## src/rtl/mips_pipe_pkg.sv

```systemverilog
// Shared types for the MIPS32 pipeline hazard controller: scoreboard entry,
// controller FSM states and instruction type encodings.
package mips_pipe_pkg;

  localparam int SB_RD_W = 5;

  typedef struct packed {
    logic               valid;
    logic [SB_RD_W-1:0] rd;
    logic               regwrite;
    logic               is_load;
  } sb_entry_t;

  typedef enum logic [1:0] {
    RUN    = 2'd0,
    DRAIN  = 2'd1,
    HALTED = 2'd2
  } hz_state_e;

  typedef enum logic [2:0] {
    TYPE_RR_ALU = 3'd0,
    TYPE_RM_ALU = 3'd1,
    TYPE_LOAD   = 3'd2,
    TYPE_STORE  = 3'd3,
    TYPE_BRANCH = 3'd4,
    TYPE_HALT   = 3'd5
  } instr_type_e;

endpackage

```

## src/rtl/hazard_match.sv

```systemverilog
// Youngest-producer priority encoder: finds the lowest scoreboard index whose
// destination matches a source register (register 0 never matches).
module hazard_match
  import mips_pipe_pkg::*;
#(
  parameter int DEPTH = 3,
  parameter int FWD_W = 2
) (
  input  sb_entry_t [DEPTH-2:0] sb_i,
  input  logic [SB_RD_W-1:0]    src_i,
  input  logic                  use_i,
  output logic                  hit_o,
  output logic [FWD_W-1:0]      idx_o,
  output logic                  is_load_o
);

  // Scan oldest to youngest so the youngest match is the last to assign.
  always_comb begin
    hit_o     = 1'b0;
    idx_o     = '0;
    is_load_o = 1'b0;
    for (int j = DEPTH - 2; j >= 0; j--) begin
      if (use_i && (src_i != '0) && sb_i[j].valid && sb_i[j].regwrite &&
          (sb_i[j].rd == src_i)) begin
        hit_o     = 1'b1;
        idx_o     = FWD_W'(j);
        is_load_o = sb_i[j].is_load;
      end
    end
  end

endmodule

```

## src/rtl/pipe_hazard_ctrl.sv

```systemverilog
// Central hazard controller: forwarding selects, load-use stall, branch flush
// and HLT drain. Optional PIPE_HAZ_STATS_EN adds stall/flush counters.
module pipe_hazard_ctrl
  import mips_pipe_pkg::*;
#(
  parameter int REG_AW     = 5,
  parameter int DEPTH      = 3,
  parameter int LOAD_STAGE = 2,
  parameter int FWD_W      = $clog2(DEPTH)
) (
  input  logic              clk,
  input  logic              rst,
  input  logic              id_valid,
  input  logic [REG_AW-1:0] id_rs,
  input  logic [REG_AW-1:0] id_rt,
  input  logic              id_uses_rs,
  input  logic              id_uses_rt,
  input  logic [REG_AW-1:0] id_rd,
  input  logic              id_regwrite,
  input  logic              id_is_load,
  input  logic              id_is_halt,
  input  logic              br_taken,
  output logic              issue,
  output logic              stall,
  output logic              pc_write,
  output logic              if_id_write,
  output logic              flush,
  output logic [FWD_W-1:0]  fwd_a,
  output logic [FWD_W-1:0]  fwd_b,
  output logic              halted
`ifdef PIPE_HAZ_STATS_EN
  ,
  output logic [31:0]       stall_cnt,
  output logic [31:0]       flush_cnt
`endif
);

  localparam int CNT_W = $clog2(DEPTH + 1);

  sb_entry_t [DEPTH-1:0] sb_q, sb_d;
  hz_state_e             state_q;
  logic [CNT_W-1:0]      cnt_q;
  logic [FWD_W-1:0]      fwd_a_q, fwd_b_q, fwd_a_d, fwd_b_d;
  logic                  halted_q;
  logic                  hit_a, hit_b, ld_a, ld_b, lu_a, lu_b, run;
  logic [FWD_W-1:0]      idx_a, idx_b;
  logic                  sb_retire_unused;

  // The oldest entry only retires; the register file already sees its write.
  assign sb_retire_unused = ^sb_q[DEPTH-1];

  hazard_match #(.DEPTH(DEPTH), .FWD_W(FWD_W)) u_match_rs (
    .sb_i     (sb_q[DEPTH-2:0]),
    .src_i    (SB_RD_W'(id_rs)),
    .use_i    (id_uses_rs),
    .hit_o    (hit_a),
    .idx_o    (idx_a),
    .is_load_o(ld_a)
  );

  hazard_match #(.DEPTH(DEPTH), .FWD_W(FWD_W)) u_match_rt (
    .sb_i     (sb_q[DEPTH-2:0]),
    .src_i    (SB_RD_W'(id_rt)),
    .use_i    (id_uses_rt),
    .hit_o    (hit_b),
    .idx_o    (idx_b),
    .is_load_o(ld_b)
  );

  // A load producer at index j has data after pipeline register j+1.
  assign lu_a = hit_a & ld_a & ((int'(idx_a) + 1) < LOAD_STAGE);
  assign lu_b = hit_b & ld_b & ((int'(idx_b) + 1) < LOAD_STAGE);
  assign run  = (state_q == RUN);

  always_comb begin
    flush       = br_taken & run;
    stall       = run ? (id_valid & (lu_a | lu_b) & ~br_taken) : 1'b1;
    issue       = id_valid & ~stall & ~br_taken & run;
    pc_write    = ~stall;
    if_id_write = ~stall;

    fwd_a_d = '0;
    fwd_b_d = '0;
    if (issue) begin
      fwd_a_d = hit_a ? (idx_a + FWD_W'(1)) : '0;
      fwd_b_d = hit_b ? (idx_b + FWD_W'(1)) : '0;
    end

    sb_d = '0;
    if (issue) begin
      sb_d[0] = '{valid: 1'b1, rd: SB_RD_W'(id_rd),
                  regwrite: id_regwrite, is_load: id_is_load};
    end
    for (int j = 1; j < DEPTH; j++) begin
      sb_d[j] = sb_q[j-1];
    end
  end

  always_ff @(posedge clk) begin
    if (rst) begin
      sb_q     <= '0;
      fwd_a_q  <= '0;
      fwd_b_q  <= '0;
      state_q  <= RUN;
      cnt_q    <= '0;
      halted_q <= 1'b0;
    end else begin
      sb_q    <= sb_d;
      fwd_a_q <= fwd_a_d;
      fwd_b_q <= fwd_b_d;
      case (state_q)
        RUN: begin
          if (issue && id_is_halt) begin
            state_q <= DRAIN;
            cnt_q   <= CNT_W'(DEPTH);
          end
        end
        DRAIN: begin
          if (cnt_q == '0) begin
            state_q  <= HALTED;
            halted_q <= 1'b1;
          end else begin
            cnt_q <= cnt_q - CNT_W'(1);
          end
        end
        default: begin
          state_q  <= HALTED;
          halted_q <= 1'b1;
        end
      endcase
    end
  end

  assign fwd_a  = fwd_a_q;
  assign fwd_b  = fwd_b_q;
  assign halted = halted_q;

`ifdef PIPE_HAZ_STATS_EN
  logic [31:0] stall_cnt_q, flush_cnt_q;

  always_ff @(posedge clk) begin
    if (rst) begin
      stall_cnt_q <= '0;
      flush_cnt_q <= '0;
    end else begin
      if (run && stall && (stall_cnt_q != 32'hFFFF_FFFF)) begin
        stall_cnt_q <= stall_cnt_q + 32'd1;
      end
      if (flush && (flush_cnt_q != 32'hFFFF_FFFF)) begin
        flush_cnt_q <= flush_cnt_q + 32'd1;
      end
    end
  end

  assign stall_cnt = stall_cnt_q;
  assign flush_cnt = flush_cnt_q;
`endif

endmodule

```

## config.mk

```make
export PLATFORM = sky130hd
export DESIGN_NAME = pipe_hazard_ctrl
export DESIGN_NICKNAME = d
export VERILOG_FILES = /design/src/rtl/mips_pipe_pkg.sv /design/src/rtl/hazard_match.sv /design/src/rtl/pipe_hazard_ctrl.sv
export SDC_FILE = /design/constraint.sdc
export NUM_CORES = 1
export LEC_CHECK = 0
export BUFFER_PORTS_ARGS = -buffer_cell sky130_fd_sc_hd__clkbuf_2
export CAP_MARGIN = 40
export CORE_MARGIN = 3
export CORE_UTILIZATION = 50
export CTS_BUF_LIST = sky130_fd_sc_hd__clkbuf_8
export DETAILED_ROUTE_END_ITERATION = 10
export GPL_TIMING_DRIVEN = 0
export HOLD_SLACK_MARGIN = 0.12
export PLACE_DENSITY_LB_ADDON = 0.08
export SYNTH_ARGS = -nofsm -noshare
export SYNTH_HDL_FRONTEND = slang
export SYNTH_SLANG_ARGS = --single-unit
```

## constraint.sdc

```tcl
create_clock -name clk -period 4.17 [get_ports clk]
set_clock_uncertainty 0.15 [all_clocks]
set_input_delay 0.2085 -clock clk [delete_from_list [all_inputs] [get_ports clk]]
set_output_delay 0.2085 -clock clk [all_outputs]
set_load 0.05 [all_outputs]
```

# Yosys cells after proc, flatten, opt, wreduce, memory -nomap -nowiden

Cells that the tools add are included.

Bits in latches: 0
ROM bits: 0
Logic and storage cells: 93
Memories: 0
Memory bits (writable): 0
Output and inout port bits: 10
Flip-flop bits (word level): 25

Shifts and indexed selects: 0
Divide/modulo/power cells: 0
Add/sub/neg operators: 5
Bitwise operators: 17
Reductions and logical operators: 26
$lt $le $gt $ge: 2
Muxes and demuxes: 22
Eq/ne operators: 8
Multipliers: 0

Operators by type and width:

| operator                                              | number |
|---|---|
| == test 5 bit                                         | 4 |
| logical AND 1 bit                                     | 15 |
| 2-to-1 mux 1 bit                                      | 14 |
| AND 1 bit                                             | 10 |
| nonzero test 5 bit                                    | 2 |
| 2-to-1 mux 2 bit                                      | 4 |
| 2-to-1 mux 8 bit                                      | 1 |
| case mux 2 bit (2 select lines)                       | 2 |
| adder 2 x 1 -> 3 bit, second input constant           | 2 |
| < comparator 3 x 2 -> 1 bit, second input constant    | 2 |
| inverter 1 bit                                        | 6 |
| OR reduction 3 bit                                    | 2 |
| adder 2 x 1 -> 2 bit, second input constant           | 2 |
| zero test 2 bit                                       | 2 |
| inequality test 2 bit, second input constant          | 2 |
| AND reduction 2 bit                                   | 2 |
| AND reduction 3 bit                                   | 1 |
| == test 2 x 1 -> 1 bit, second input constant         | 1 |
| inequality test 2 x 1 -> 1 bit, second input constant | 1 |
| case mux 1 bit (2 select lines)                       | 1 |
| nonzero test 2 bit                                    | 1 |
| OR reduction 2 bit                                    | 1 |
| subtractor 2 x 1 -> 2 bit, second input constant      | 1 |
| OR 1 bit                                              | 1 |

# Depth between registers and ports, before layout

Gate-level depths: netlist of run 1.

Depth in word-level cells: 21
Gate-level depth with buffers: 7

# Hierarchy

Synthesis of run 1 repeated with hierarchy kept, for this count alone.

Cell total of the unflattened synthesis: 142
Area total of the unflattened synthesis: 1,302.5 um^2

Modules (own cells, without submodules):

| module           | sequential area each (um^2) | cells an instance | area each (um^2) | times used |
|---|---|---|---|---|
| pipe_hazard_ctrl | 500.5                       | 80                | 879.6            | 1 |
| hazard_match     | 0.0                         | 31                | 211.5            | 2 |

# Least setup slack after synthesis of run 1

Ideal clock, no wire load.

Kind: input -> output
Start: in id_rs[2]
End: out stall
Arrival time: 3,019 ps
Buffers on the path: 0
Required time: 3,812 ps
Slack: 793 ps
Stages on the path: 6
Cells stage by stage: or4_1 > o21ai_2 > nor3_1 > o21a_1 > a21boi_0 > inv_1

Word-level cells in the longest chain between the ends: 14
Elaborated cells on any way between the ends: 24
Those cells by class: add/sub (1); order compare (1); eq/ne (2); mux (7); bitwise (5); reduce/logical (8)

Ends and longest elaborated chain:

| what                           | line                   | RTL |
|---|---|---|
| start, declared                | pipe_hazard_ctrl.sv:14 | `input logic [REG_AW-1:0] id_rs,` |
| nonzero test 5 bit             | hazard_match.sv:23     | `if (use_i && (src_i != '0) && sb_i[j].valid && sb_i[j].regwrite &&` |
| logical AND 1 bit (4 in a row) | hazard_match.sv:23     |  |
| 2-to-1 mux 1 bit (2 in a row)  | hazard_match.sv:23     |  |
| adder 2 x 1 -> 3 bit           | pipe_hazard_ctrl.sv:71 | `assign lu_a = hit_a & ld_a & ((int'(idx_a) + 1) < LOAD_STAGE);` |
| < comparator 3 x 2 -> 1 bit    | pipe_hazard_ctrl.sv:71 |  |
| AND 1 bit (*)                  | pipe_hazard_ctrl.sv:71 |  |
| OR 1 bit (*)                   | pipe_hazard_ctrl.sv:77 | `stall = run ? (id_valid & (lu_a \| lu_b) & ~br_taken) : 1'b1;` |
| AND 1 bit (*) (2 in a row)     | pipe_hazard_ctrl.sv:77 |  |
| 2-to-1 mux 1 bit (*)           | pipe_hazard_ctrl.sv:77 |  |
| end, declared                  | pipe_hazard_ctrl.sv:24 | `output logic stall,` |

Every way passes the cells marked *; elsewhere a longest branch is shown, timed or not.

# Worst setup path after layout of run 1

Start: in id_rt[0]
End: out pc_write

Word-level cells in the longest chain between the ends: 15
Elaborated cells on any way between the ends: 25
Those cells by class: add/sub (1); order compare (1); eq/ne (2); mux (7); bitwise (6); reduce/logical (8)

Ends and longest elaborated chain:

| what                           | line                   | RTL |
|---|---|---|
| start, declared                | pipe_hazard_ctrl.sv:15 | `input logic [REG_AW-1:0] id_rt,` |
| nonzero test 5 bit             | hazard_match.sv:23     |  |
| logical AND 1 bit (4 in a row) | hazard_match.sv:23     |  |
| 2-to-1 mux 1 bit (2 in a row)  | hazard_match.sv:23     |  |
| adder 2 x 1 -> 3 bit           | pipe_hazard_ctrl.sv:72 | `assign lu_b = hit_b & ld_b & ((int'(idx_b) + 1) < LOAD_STAGE);` |
| < comparator 3 x 2 -> 1 bit    | pipe_hazard_ctrl.sv:72 |  |
| AND 1 bit (*)                  | pipe_hazard_ctrl.sv:72 |  |
| OR 1 bit (*)                   | pipe_hazard_ctrl.sv:77 |  |
| AND 1 bit (*) (2 in a row)     | pipe_hazard_ctrl.sv:77 |  |
| 2-to-1 mux 1 bit (*)           | pipe_hazard_ctrl.sv:77 |  |
| inverter 1 bit (*)             | pipe_hazard_ctrl.sv:79 | `pc_write = ~stall;` |
| end, declared                  | pipe_hazard_ctrl.sv:25 | `output logic pc_write,` |

Marks and branches as above.

==> results.py, run 1 <==
metrics = {
    "outcome": {
        "status": "complete, no violations",
    },
    "global_route": {
        "antenna_found_initial": 0,
        "grt_usage_pct": 16.6,
        "grt_max_degree": 14,
        "grt_pass1_wl_um": 3380,
        "grt_pass1_vias": 836,
        "grt_overflow_total": 0,
    },
    "synthesis": {
        "syn-num-nets": 131,
        "yosys_most_used_dff": "dfxtp_1",
        "synthCells": 106,
        "synth_top_area_share_pct": 46.2,
        "synth-seq-area-share_pct": 46.2,
        "async_reset_ff_share_pct": 0,
        "avgSynthCellArea_sq_um": 9.82,
        "synth_commonest_cells": "dfxtp_1, xnor2_1, and2_1",
        "yosys.area.top_type": "dfxtp_1",
        "yosysWarnings": 0,
        "synth_top_cells_by_area": "dfxtp_1, xnor2_1, and2_1, nor2b_1, xor2_1",
        "syn_area_sq_um": 1040,
        "synth-seq-cells": 24,
        "synth-edff-count": 0,
        "yosysMostFrequentCell": "dfxtp_1",
        "ys_types": 29,
    },
    "final_layout": {
        "layout-drive-gt1-share_pct": 28.5,
        "final_util_pct": 74.6,
        "fin_nets": 177,
        "n_antenna_cell": 0,
        "syn_to_final_growth_pct": 31.9,
        "stdcell_count": 176,
    },
    "worst_setup_path": {
        "end_kind": "primary output",
        "cpPeakStageDelay_ps": 510,
        "arrival_ps": 2070,
        "cp_common_cell": "clkbuf_2",
        "crit_type": "primary input to primary output",
        "r2r_slack_ps": 1990,
        "required_ps": 3810,
        "startpoint_type": "primary input",
        "r2r_end": "cnt_q[1]$_SDFFE_PP0P_",
        "cp_slowest_cell": "or4_1",
        "path_max_fanout": 4,
        "reg2reg_depth": 6,
        "crit_chain": "clkbuf_2, or4_1, o21ai_1, nor3_1, o21a_1, a21boi_0, buf_4, clkbuf_2",
        "reg2reg_from": "sb_d[12]$_SDFF_PP0_",
    },
    "clocking": {
        "clk_path_buf_depth": 2,
        "cts-htree-levels": 1,
        "cts_tree": "done",
        "cts_sinks": 24,
        "root_buffer": "clkbuf_8",
        "cts-resized-gates": 0,
        "clkTransAtPathRegs_ps": 80,
        "clk_latency_ps": 260,
        "cts_buffers": 3,
    },
    "floorplan": {
        "rows": 15,
        "start_util_pct": 56.6,
        "core_sq_um": 1840,
        "fp.dieArea_sq_um": 2670,
        "die_width_um": 51.6,
        "die_h_um": 51.6,
        "ioPinCount": 34,
    },
    "power_and_ir_drop": {
        "total_power_mw": 0.464,
        "intPower_mw": 0.352,
        "ir_drop_v": 0.000286,
        "seq_power_share_pct": 51.7,
        "p_sw_share_pct": 24.1,
        "leakage_nw": 0.577,
        "p_switching_mw": 0.112,
        "clockPowerShare_pct": 32.7,
        "power_frac_comb_pct": 15.6,
        "p_per_area_nw_per_um2": 338,
    },
    "routing": {
        "wl_met1_um": 904,
        "viasPerCell": 4.86,
        "drt_wl_total_um": 2010,
        "wl_met3_um": 100,
        "drcViolationCount": 0,
        "wl_met2_um": 1000,
        "drt-wirelength-per-cell_um": 11.4,
        "ant_nets": 0,
        "drtIter0Drc": 13,
        "num_vias": 856,
        "top_layer": "met3",
        "drt_first_pass_iters": 4,
    },
    "sta": {
        "tns_ps": 0,
        "slew_headroom_pct": 72.5,
        "max_clock_freq_mhz": 412,
        "fin_crit_sh_pct": 58.3,
        "layout_min_cycle_time_ps": 2430,
        "worst_slew_pin_slew_ps": 412,
        "setup_viol": 0,
        "hold_violations": 0,
        "drv_slew": 0,
        "rsz0062_at_grt": "false",
    },
    "placement": {
        "dp_cells": 164,
        "dp_hpwl_um": 1670,
        "gp_congestion": 0.893,
        "port_buffers": 33,
    },
    "hold_path": {
        "worstHoldEndpoint": "state_q[0]$_SDFFE_PP0P_",
        "hold_path_depth": 3,
        "min_path_type": "primary input to flip-flop",
        "hp-start": "id_is_halt",
    },
    "job": {
        "maxCapViolations": 0,
    },
}
[sequential cells by signal, summed over array words and instances (netlist names)]
register and count:
cnt_q 2, fwd_a 2, sb_d 15, halted 1, state_q 2, fwd_b 2
[cells by family after synthesis]
group,after synthesis,synth area share [%]
simple gates,42,24.8
flops,24,46.2
xor+xnor,20,16.8
compound gates,10,6.37
buf+inv,8,3.61
mux,1,1.08
fa+ha+maj,1,1.20
[layer usage]
metal	up-vias	global-route usage, %
met5	-	0
met1	390	19.7
met2	22	30.1
met3	0	3.72
met4	0	3.93
li1	444	-
[per-stage QoR]
step	setup slack, ps	area, sq um	hold WS [ps]
6_report	1740	1370	176
5_1_grt	1580	1370	199
4_1_cts	1730	1370	168
3_5_place_dp	1730	1240	261
3_3_place_gp	1770	1240	258
2_1_floorplan	793	1040	130
[worst max-delay path, delay by kind of cell]
family / cells / cell delay (ps)
AO/OA/AOI/OAI: 3 / 680
AND/OR/NAND/NOR: 2 / 630
buffers and inverters: 3 / 540
[worst max-delay path by stage]
stage	from	endpoint	slack, ps	cells past startpoint
after floorplan	id_rs[2]	stall	790	6
after global placement	id_rt[0]	pc_write	1770	8
after detailed placement	id_rt[0]	pc_write	1730	8
after CTS	id_rt[0]	pc_write	1730	8
after global routing	id_rt[0]	pc_write	1580	8
final	id_rt[0]	pc_write	1740	8
[power groups by stage]
stage          sequential (mW)  combinational [mW]  clock, mW
2_1_floorplan            0.247              0.0405          0
3_3_place_gp             0.245              0.0646          0
3_5_place_dp             0.245              0.0667          0
4_1_cts                  0.240              0.0726      0.155
5_1_grt                  0.241              0.0784      0.166
6_report                 0.240              0.0723      0.152
[what timing repair did]
item                                   in CTS  in global routing
setup buffers                               0                  0
hold buffers                                8                  0
endpoints found under the hold margin       9                  0
[cell usage in the layout (no fill, tap or decap), drive strengths merged, types with 3 or more instances in the layout]
cell type / instances
xnor2: 16
nand3: 4
nor3: 3
inv: 5
xor2: 4
nor2b: 8
and2: 11
dlygate4sd3: 8
o21ai: 3
clkbuf: 38
nor2: 5
dfxtp: 24
[final cells by class]
class                   count  area, sq um
repair buffers             41          245
plain buffers               3         18.8
well taps                  25         31.3
clock buffers               4         55.1
flip-flops and latches     24          480
multi-input cells          74          523
inverters                   5         18.8
fillers                   151          467
Note: power is estimated with default switching activity, not from simulation.
==> inputs of run 2 (changes only) <==
--- a/config.mk
+++ b/config.mk
@@ -8,7 +8,7 @@
 export BUFFER_PORTS_ARGS = -buffer_cell sky130_fd_sc_hd__clkbuf_2
 export CAP_MARGIN = 40
 export CORE_MARGIN = 3
-export CORE_UTILIZATION = 50
+export CORE_UTILIZATION = 46
 export CTS_BUF_LIST = sky130_fd_sc_hd__clkbuf_8
 export DETAILED_ROUTE_END_ITERATION = 10
 export GPL_TIMING_DRIVEN = 0
==> constraint.sdc (replaced) <==
create_clock -name clk -period 2.1 [get_ports clk]
set_clock_uncertainty 0.15 [all_clocks]
set_input_delay 0.105 -clock clk [delete_from_list [all_inputs] [get_ports clk]]
set_output_delay 0.105 -clock clk [all_outputs]
set_load 0.05 [all_outputs]
==> run 2 against run 1 <==
Against the previous run:
- combinational power is 120% higher
- largest power group unchanged
- critical path depth is 1 lower
- via count is 2.3% higher
- power is 91% higher
- hold slack better by 17 ps
- highest routed layer is now met4
- register-to-register slack worse by 1900 ps
- critical endpoint is now stall
==> results.py, run 2 (synthesis results as in run 1) <==
metrics = {
    "sta": {
        "max_clock_freq_mhz": 499,
        "finalHoldWorstSlack_ps": 193,
        "drv_slew": 0,
        "fin_crit_sh_pct": 95.5,
        "worst_slew_pin_slew_ps": 386,
        "hold_violations": 0,
        "setup_viol": 0,
        "layout_min_cycle_time_ps": 2000,
        "slew_headroom_pct": 74.3,
        "setup_slack_ps": 95.2,
    },
    "routing": {
        "ant_nets": 0,
        "num_vias": 876,
        "drt_first_pass_iters": 4,
        "drtIter0Drc": 7,
        "drt_wl_total_um": 2150,
        "drt-wirelength-per-cell_um": 11.8,
        "viasPerCell": 4.81,
        "drcViolationCount": 0,
    },
    "placement": {
        "gp_congestion": 0.883,
        "port_buffers": 33,
        "dp_slack_ps": -69.1,
        "dpl_cell_area_sq_um": 1250,
        "dp_hpwl_um": 1670,
    },
    "final_layout": {
        "largest_reg_flops": 15,
        "syn_to_final_growth_pct": 41.3,
        "layout_common_cells": "clkbuf_2, dfxtp_1, xnor2_1",
        "fin_nets": 182,
        "final_common_cell": "clkbuf_2",
        "layout-drive-gt1-share_pct": 36.1,
        "post-route-cell-area_sq_um": 1470,
        "n_antenna_cell": 0,
    },
    "clocking": {
        "clk_path_buf_depth": 2,
        "cts_sinks": 24,
        "cts_tree": "done",
        "cts_buffers": 3,
        "root_buffer": "clkbuf_8",
        "cts-htree-levels": 1,
        "clkTransAtPathRegs_ps": 70,
        "clk_latency_ps": 260,
    },
    "global_route": {
        "grt_pass1_vias": 794,
        "antenna_found_initial": 0,
        "grt_max_degree": 13,
        "grt_pass1_wl_um": 3500,
        "grt_overflow_total": 0,
        "grt_usage_pct": 17.0,
    },
    "floorplan": {
        "rows": 16,
        "ioPinCount": 34,
        "fp.dieArea_sq_um": 2870,
        "die_width_um": 53.6,
        "start_util_pct": 51.0,
        "core_sq_um": 2040,
        "die_h_um": 53.6,
    },
    "outcome": {
        "status": "complete, no violations",
    },
    "worst_setup_path": {
        "critPathLaunch": "sb_d[14]$_SDFF_PP0_",
        "end_kind": "primary output",
        "reg2reg_from": "sb_d[14]$_SDFF_PP0_",
        "required_ps": 1850,
        "setup.worst_path.end": "stall",
        "startpoint_type": "flip-flop",
        "r2r_end": "sb_d[12]$_SDFF_PP0_",
        "arrival_ps": 1750,
        "path_max_fanout": 4,
        "r2r_slack_ps": 140,
        "reg2reg_depth": 9,
        "crit_type": "flip-flop to primary output",
    },
    "power_and_ir_drop": {
        "p_per_area_nw_per_um2": 603,
        "p_switching_mw": 0.218,
        "power_frac_comb_pct": 17.6,
        "intPower_mw": 0.668,
        "ir_drop_v": 0.000522,
        "leakage_nw": 0.617,
        "total_power_mw": 0.887,
        "seq_power_share_pct": 53.8,
        "clockPowerShare_pct": 28.6,
        "p_sw_share_pct": 24.6,
    },
    "hold_path": {
        "hold_path_depth": 5,
        "min_path_type": "primary input to flip-flop",
    },
    "job": {
        "maxCapViolations": 0,
    },
}
## run 2: cell types whose count changed in the layout (fill, tap and decap cells not counted), moves of 2 or more
| cell | change |
|---|---|
| xnor2_2 | +2 |
| xnor2_1 | -2 |
| buf_4 | +3 |
| buf_2 | +2 |
| dfxtp_2 | +4 |
| nor3_1 | -2 |
| dlygate4sd3_1 | +3 |
| clkbuf_2 | -3 |
| dfxtp_1 | -5 |
## run 2: layout make-up
| class | count | area, sq um |
|---|---|---|
| buffer | 3 | 18.8 |
| multi-input combinational | 74 | 577 |
| timing repair buffer | 46 | 293 |
| clock buffer | 3 | 41.3 |
| inverter | 5 | 18.8 |
| sequential | 24 | 489 |
| tap | 27 | 33.8 |
| fill | 168 | 571 |
## run 2: repair_timing
item / 4_1_cts / 5_1_grt
resized for setup: 3 / 14
setup buffers: 2 / 0
hold buffers: 10 / 1
pin swaps: 1 / 3
endpoints found under the hold margin: 12 / 1
setup endpoints to repair: 5 / 16
## run 2: power by group through the flow
stage | logic, mW | clock network [mW] | registers (mW)
2_1_floorplan | 0.0828 | 0 | 0.490
4_1_cts | 0.149 | 0.261 | 0.477
3_5_place_dp | 0.133 | 0 | 0.487
3_3_place_gp | 0.130 | 0 | 0.487
5_1_grt | 0.170 | 0.282 | 0.478
6_report | 0.156 | 0.253 | 0.477
## run 2: worst max-delay path, cell delays in order (launching register included)
cell,delay [ps]
dfxtp_2,370
xnor2_1,130
nand4_1,140
nor3_2,210
o21a_1,240
a21boi_4,70
inv_1,60
buf_2,250
## run 2: layer usage
metal  vias up  global-route usage, %  wire (um)
met2        25                   28.6       1040
met5         -                      0          0
li1        450                      -          -
met4         0                   7.66         37
met1       396                   20.3        960
met3         5                   4.43        115
## run 2: per-stage QoR
stage	utilization (%)	std cells	setup TNS, ps
final	72.1	182	0
after global routing	72.1	182	-0.132
after CTS	69.5	181	0
after detailed placement	61.3	166	-69.1
after global placement	61.3	166	-40.0
after floorplan	-	106	0
## run 2: how the worst min path moves through the flow
stage	startpoint	end	slack (ps)
after global placement	id_rd[2]	sb_d[12]$_SDFF_PP0_	150
after CTS	id_uses_rt	fwd_b[0]$_SDFF_PP0_	150
after global routing	id_rt[4]	fwd_b[0]$_SDFF_PP0_	210
after floorplan	rst	sb_d[18]$_SDFF_PP0_	30
final	id_rt[4]	fwd_b[0]$_SDFF_PP0_	190
after detailed placement	id_rd[0]	sb_d[10]$_SDFF_PP0_	160
==> inputs of run 3 (changes only) <==
--- a/config.mk
+++ b/config.mk
@@ -8,7 +8,7 @@
 export BUFFER_PORTS_ARGS = -buffer_cell sky130_fd_sc_hd__clkbuf_2
 export CAP_MARGIN = 40
 export CORE_MARGIN = 3
-export CORE_UTILIZATION = 46
+export CORE_UTILIZATION = 50
 export CTS_BUF_LIST = sky130_fd_sc_hd__clkbuf_8
 export DETAILED_ROUTE_END_ITERATION = 10
 export GPL_TIMING_DRIVEN = 0
==> constraint.sdc (replaced) <==
create_clock -name clk -period 1.9 [get_ports clk]
set_clock_uncertainty 0.15 [all_clocks]
set_input_delay 0.095 -clock clk [delete_from_list [all_inputs] [get_ports clk]]
set_output_delay 0.095 -clock clk [all_outputs]
set_load 0.05 [all_outputs]
==> run 3 against run 2 <==
Against the previous run:
- the flow now finishes with violations (negative setup slack)
- register-to-register slack worse by 170 ps
- combinational power increased by 30%
- hold slack better by 24 ps
- largest power group unchanged
- highest routed layer unchanged
==> results.py, run 3 (synthesis results as in run 1) <==
metrics = {
    "placement": {
        "dp_slack_ps": -238,
        "port_buffers": 33,
        "dp_hpwl_um": 1700,
        "gp_congestion": 0.828,
    },
    "sta": {
        "layout_min_cycle_time_ps": 2000,
        "hold_violations": 0,
        "drv_slew": 0,
        "fin_crit_sh_pct": 105,
        "finalHoldWorstSlack_ps": 217,
        "worst_slew_pin_slew_ps": 420,
        "rsz0062_at_grt": "true",
        "slew_headroom_pct": 71.9,
        "setup_slack_ps": -97.1,
        "setup_viol": 5,
        "max_clock_freq_mhz": 501,
    },
    "power_and_ir_drop": {
        "seq_power_share_pct": 44.8,
        "ir_drop_v": 0.000702,
        "total_power_mw": 1.17,
        "power_frac_comb_pct": 17.3,
        "intPower_mw": 0.895,
        "p_switching_mw": 0.279,
        "p_per_area_nw_per_um2": 736,
        "leakage_nw": 0.681,
        "p_sw_share_pct": 23.8,
        "clockPowerShare_pct": 37.9,
    },
    "global_route": {
        "grt_usage_pct": 22.4,
        "grt_overflow_total": 0,
        "antenna_found_initial": 0,
        "grt_pass1_vias": 915,
        "grt_max_degree": 15,
        "grt_pass1_wl_um": 4280,
    },
    "floorplan": {
        "fp.dieArea_sq_um": 2670,
        "ioPinCount": 34,
        "rows": 15,
        "start_util_pct": 56.6,
        "die_h_um": 51.6,
        "core_sq_um": 1840,
        "die_width_um": 51.6,
    },
    "final_layout": {
        "n_antenna_cell": 0,
        "fillers": 113,
        "syn_to_final_growth_pct": 53.1,
        "layout_common_cells": "clkbuf_2, dfxtp_1, xnor2_1",
        "fin_nets": 183,
        "largest_reg_flops": 15,
        "final_common_cell": "clkbuf_2",
        "layout-drive-gt1-share_pct": 39.5,
    },
    "clocking": {
        "cts_sinks": 24,
        "cts_tree": "done",
        "cts_buffers": 3,
        "clk_latency_ps": 270,
        "cts-htree-levels": 1,
        "clk_path_buf_depth": 2,
        "root_buffer": "clkbuf_8",
        "clkTransAtPathRegs_ps": 80,
    },
    "worst_setup_path": {
        "end_kind": "primary output",
        "startpoint_type": "primary input",
        "path_max_fanout": 4,
        "reg2reg_from": "sb_d[12]$_SDFF_PP0_",
        "required_ps": 1650,
        "r2r_end": "cnt_q[1]$_SDFFE_PP0P_",
        "r2r_slack_ps": -30,
        "crit_type": "primary input to primary output",
        "reg2reg_depth": 6,
        "arrival_ps": 1750,
    },
    "routing": {
        "drcViolationCount": 0,
        "viasPerCell": 5.05,
        "drt_first_pass_iters": 4,
        "ant_nets": 0,
        "drt_wl_total_um": 2870,
        "drt-wirelength-per-cell_um": 15.8,
        "drtIter0Drc": 8,
        "num_vias": 919,
    },
    "outcome": {
        "status": "complete, but fails checks",
        "failed_checks": "negative setup slack",
    },
    "hold_path": {
        "hold_path_depth": 5,
        "hp-start": "id_rt[4]",
        "min_path_type": "primary input to flip-flop",
        "worstHoldEndpoint": "fwd_b[0]$_SDFF_PP0_",
    },
    "job": {
        "maxCapViolations": 0,
    },
}
[run 3: cell count changes in the layout (fill, tap and decap cells not counted), moves of 2 or more]
cell / change
nor3_4: +2
buf_8: +2
nor3_2: -2
buf_4: -2
clkbuf_2: -2
[run 3: cell type report]
type / count / area, sq um / area share [%]
Buffer: 3 / 22.5 / 1.41
Timing Repair Buffer: 47 / 347 / 21.7
Clock inverter: 1 / 30.0 / 1.88
Inverter: 5 / 18.8 / 1.18
Sequential cell: 24 / 492 / 30.8
Multi-Input combinational cell: 74 / 612 / 38.4
Clock buffer: 3 / 41.3 / 2.59
Tap cell: 25 / 31.3 / 1.96
[run 3: metal layers]
layer	part of all wire [%]	track usage, %	wire length, um
met2	56	41.7	1600
met4	1.1	6.55	31
met5	0	0	0
met1	40	25.6	1140
met3	3.8	4.30	110
[run 3: what timing repair did]
| item | CTS | global route |
|---|---|---|
| pin swaps | 9 | 2 |
| resized for setup | 25 | 9 |
| hold buffers | 11 | 0 |
| cloned | 0 | 1 |
| setup endpoints to repair | 15 | 16 |
| endpoints found under the hold margin | 13 | 0 |
| buffers inserted | 1 | 1 |
[run 3: power by group through the flow]
stage          sequential, mW  combinational (mW)  clock, mW
2_1_floorplan           0.542              0.0916          0
4_1_cts                 0.527               0.189      0.448
6_report                0.526               0.203      0.445
5_1_grt                 0.528               0.217      0.478
3_5_place_dp            0.538               0.149          0
3_3_place_gp            0.538               0.146          0
[run 3: worst max-delay path by stage]
stage                             start                     to  cells after the start
floorplan                      id_rs[2]                  stall                      6
global placement    sb_d[13]$_SDFF_PP0_  cnt_q[1]$_SDFFE_PP0P_                      6
detailed placement  sb_d[12]$_SDFF_PP0_  cnt_q[1]$_SDFFE_PP0P_                      6
CTS                 sb_d[10]$_SDFF_PP0_               pc_write                      7
global route        sb_d[13]$_SDFF_PP0_               pc_write                      7
finish                         id_rt[4]                  issue                      8
[run 3: metrics by stage]
stage	area [sq um]	cells	utilization, %	TNS (ps)
2_1_floorplan	1050	106	-	-302
3_3_place_gp	1250	164	67.9	-1620
3_5_place_dp	1250	164	67.9	-1770
4_1_cts	1550	180	84.1	-125
5_1_grt	1590	182	86.7	-1790
6_report	1590	182	86.7	-318
[run 3: worst max-delay path, cell delays in order]
cell	delay [ps]
clkbuf_8	120
or4_4	540
o21ai_4	200
nor3_4	70
o21a_2	240
buf_4	150
nor2_2	150
buf_8	170
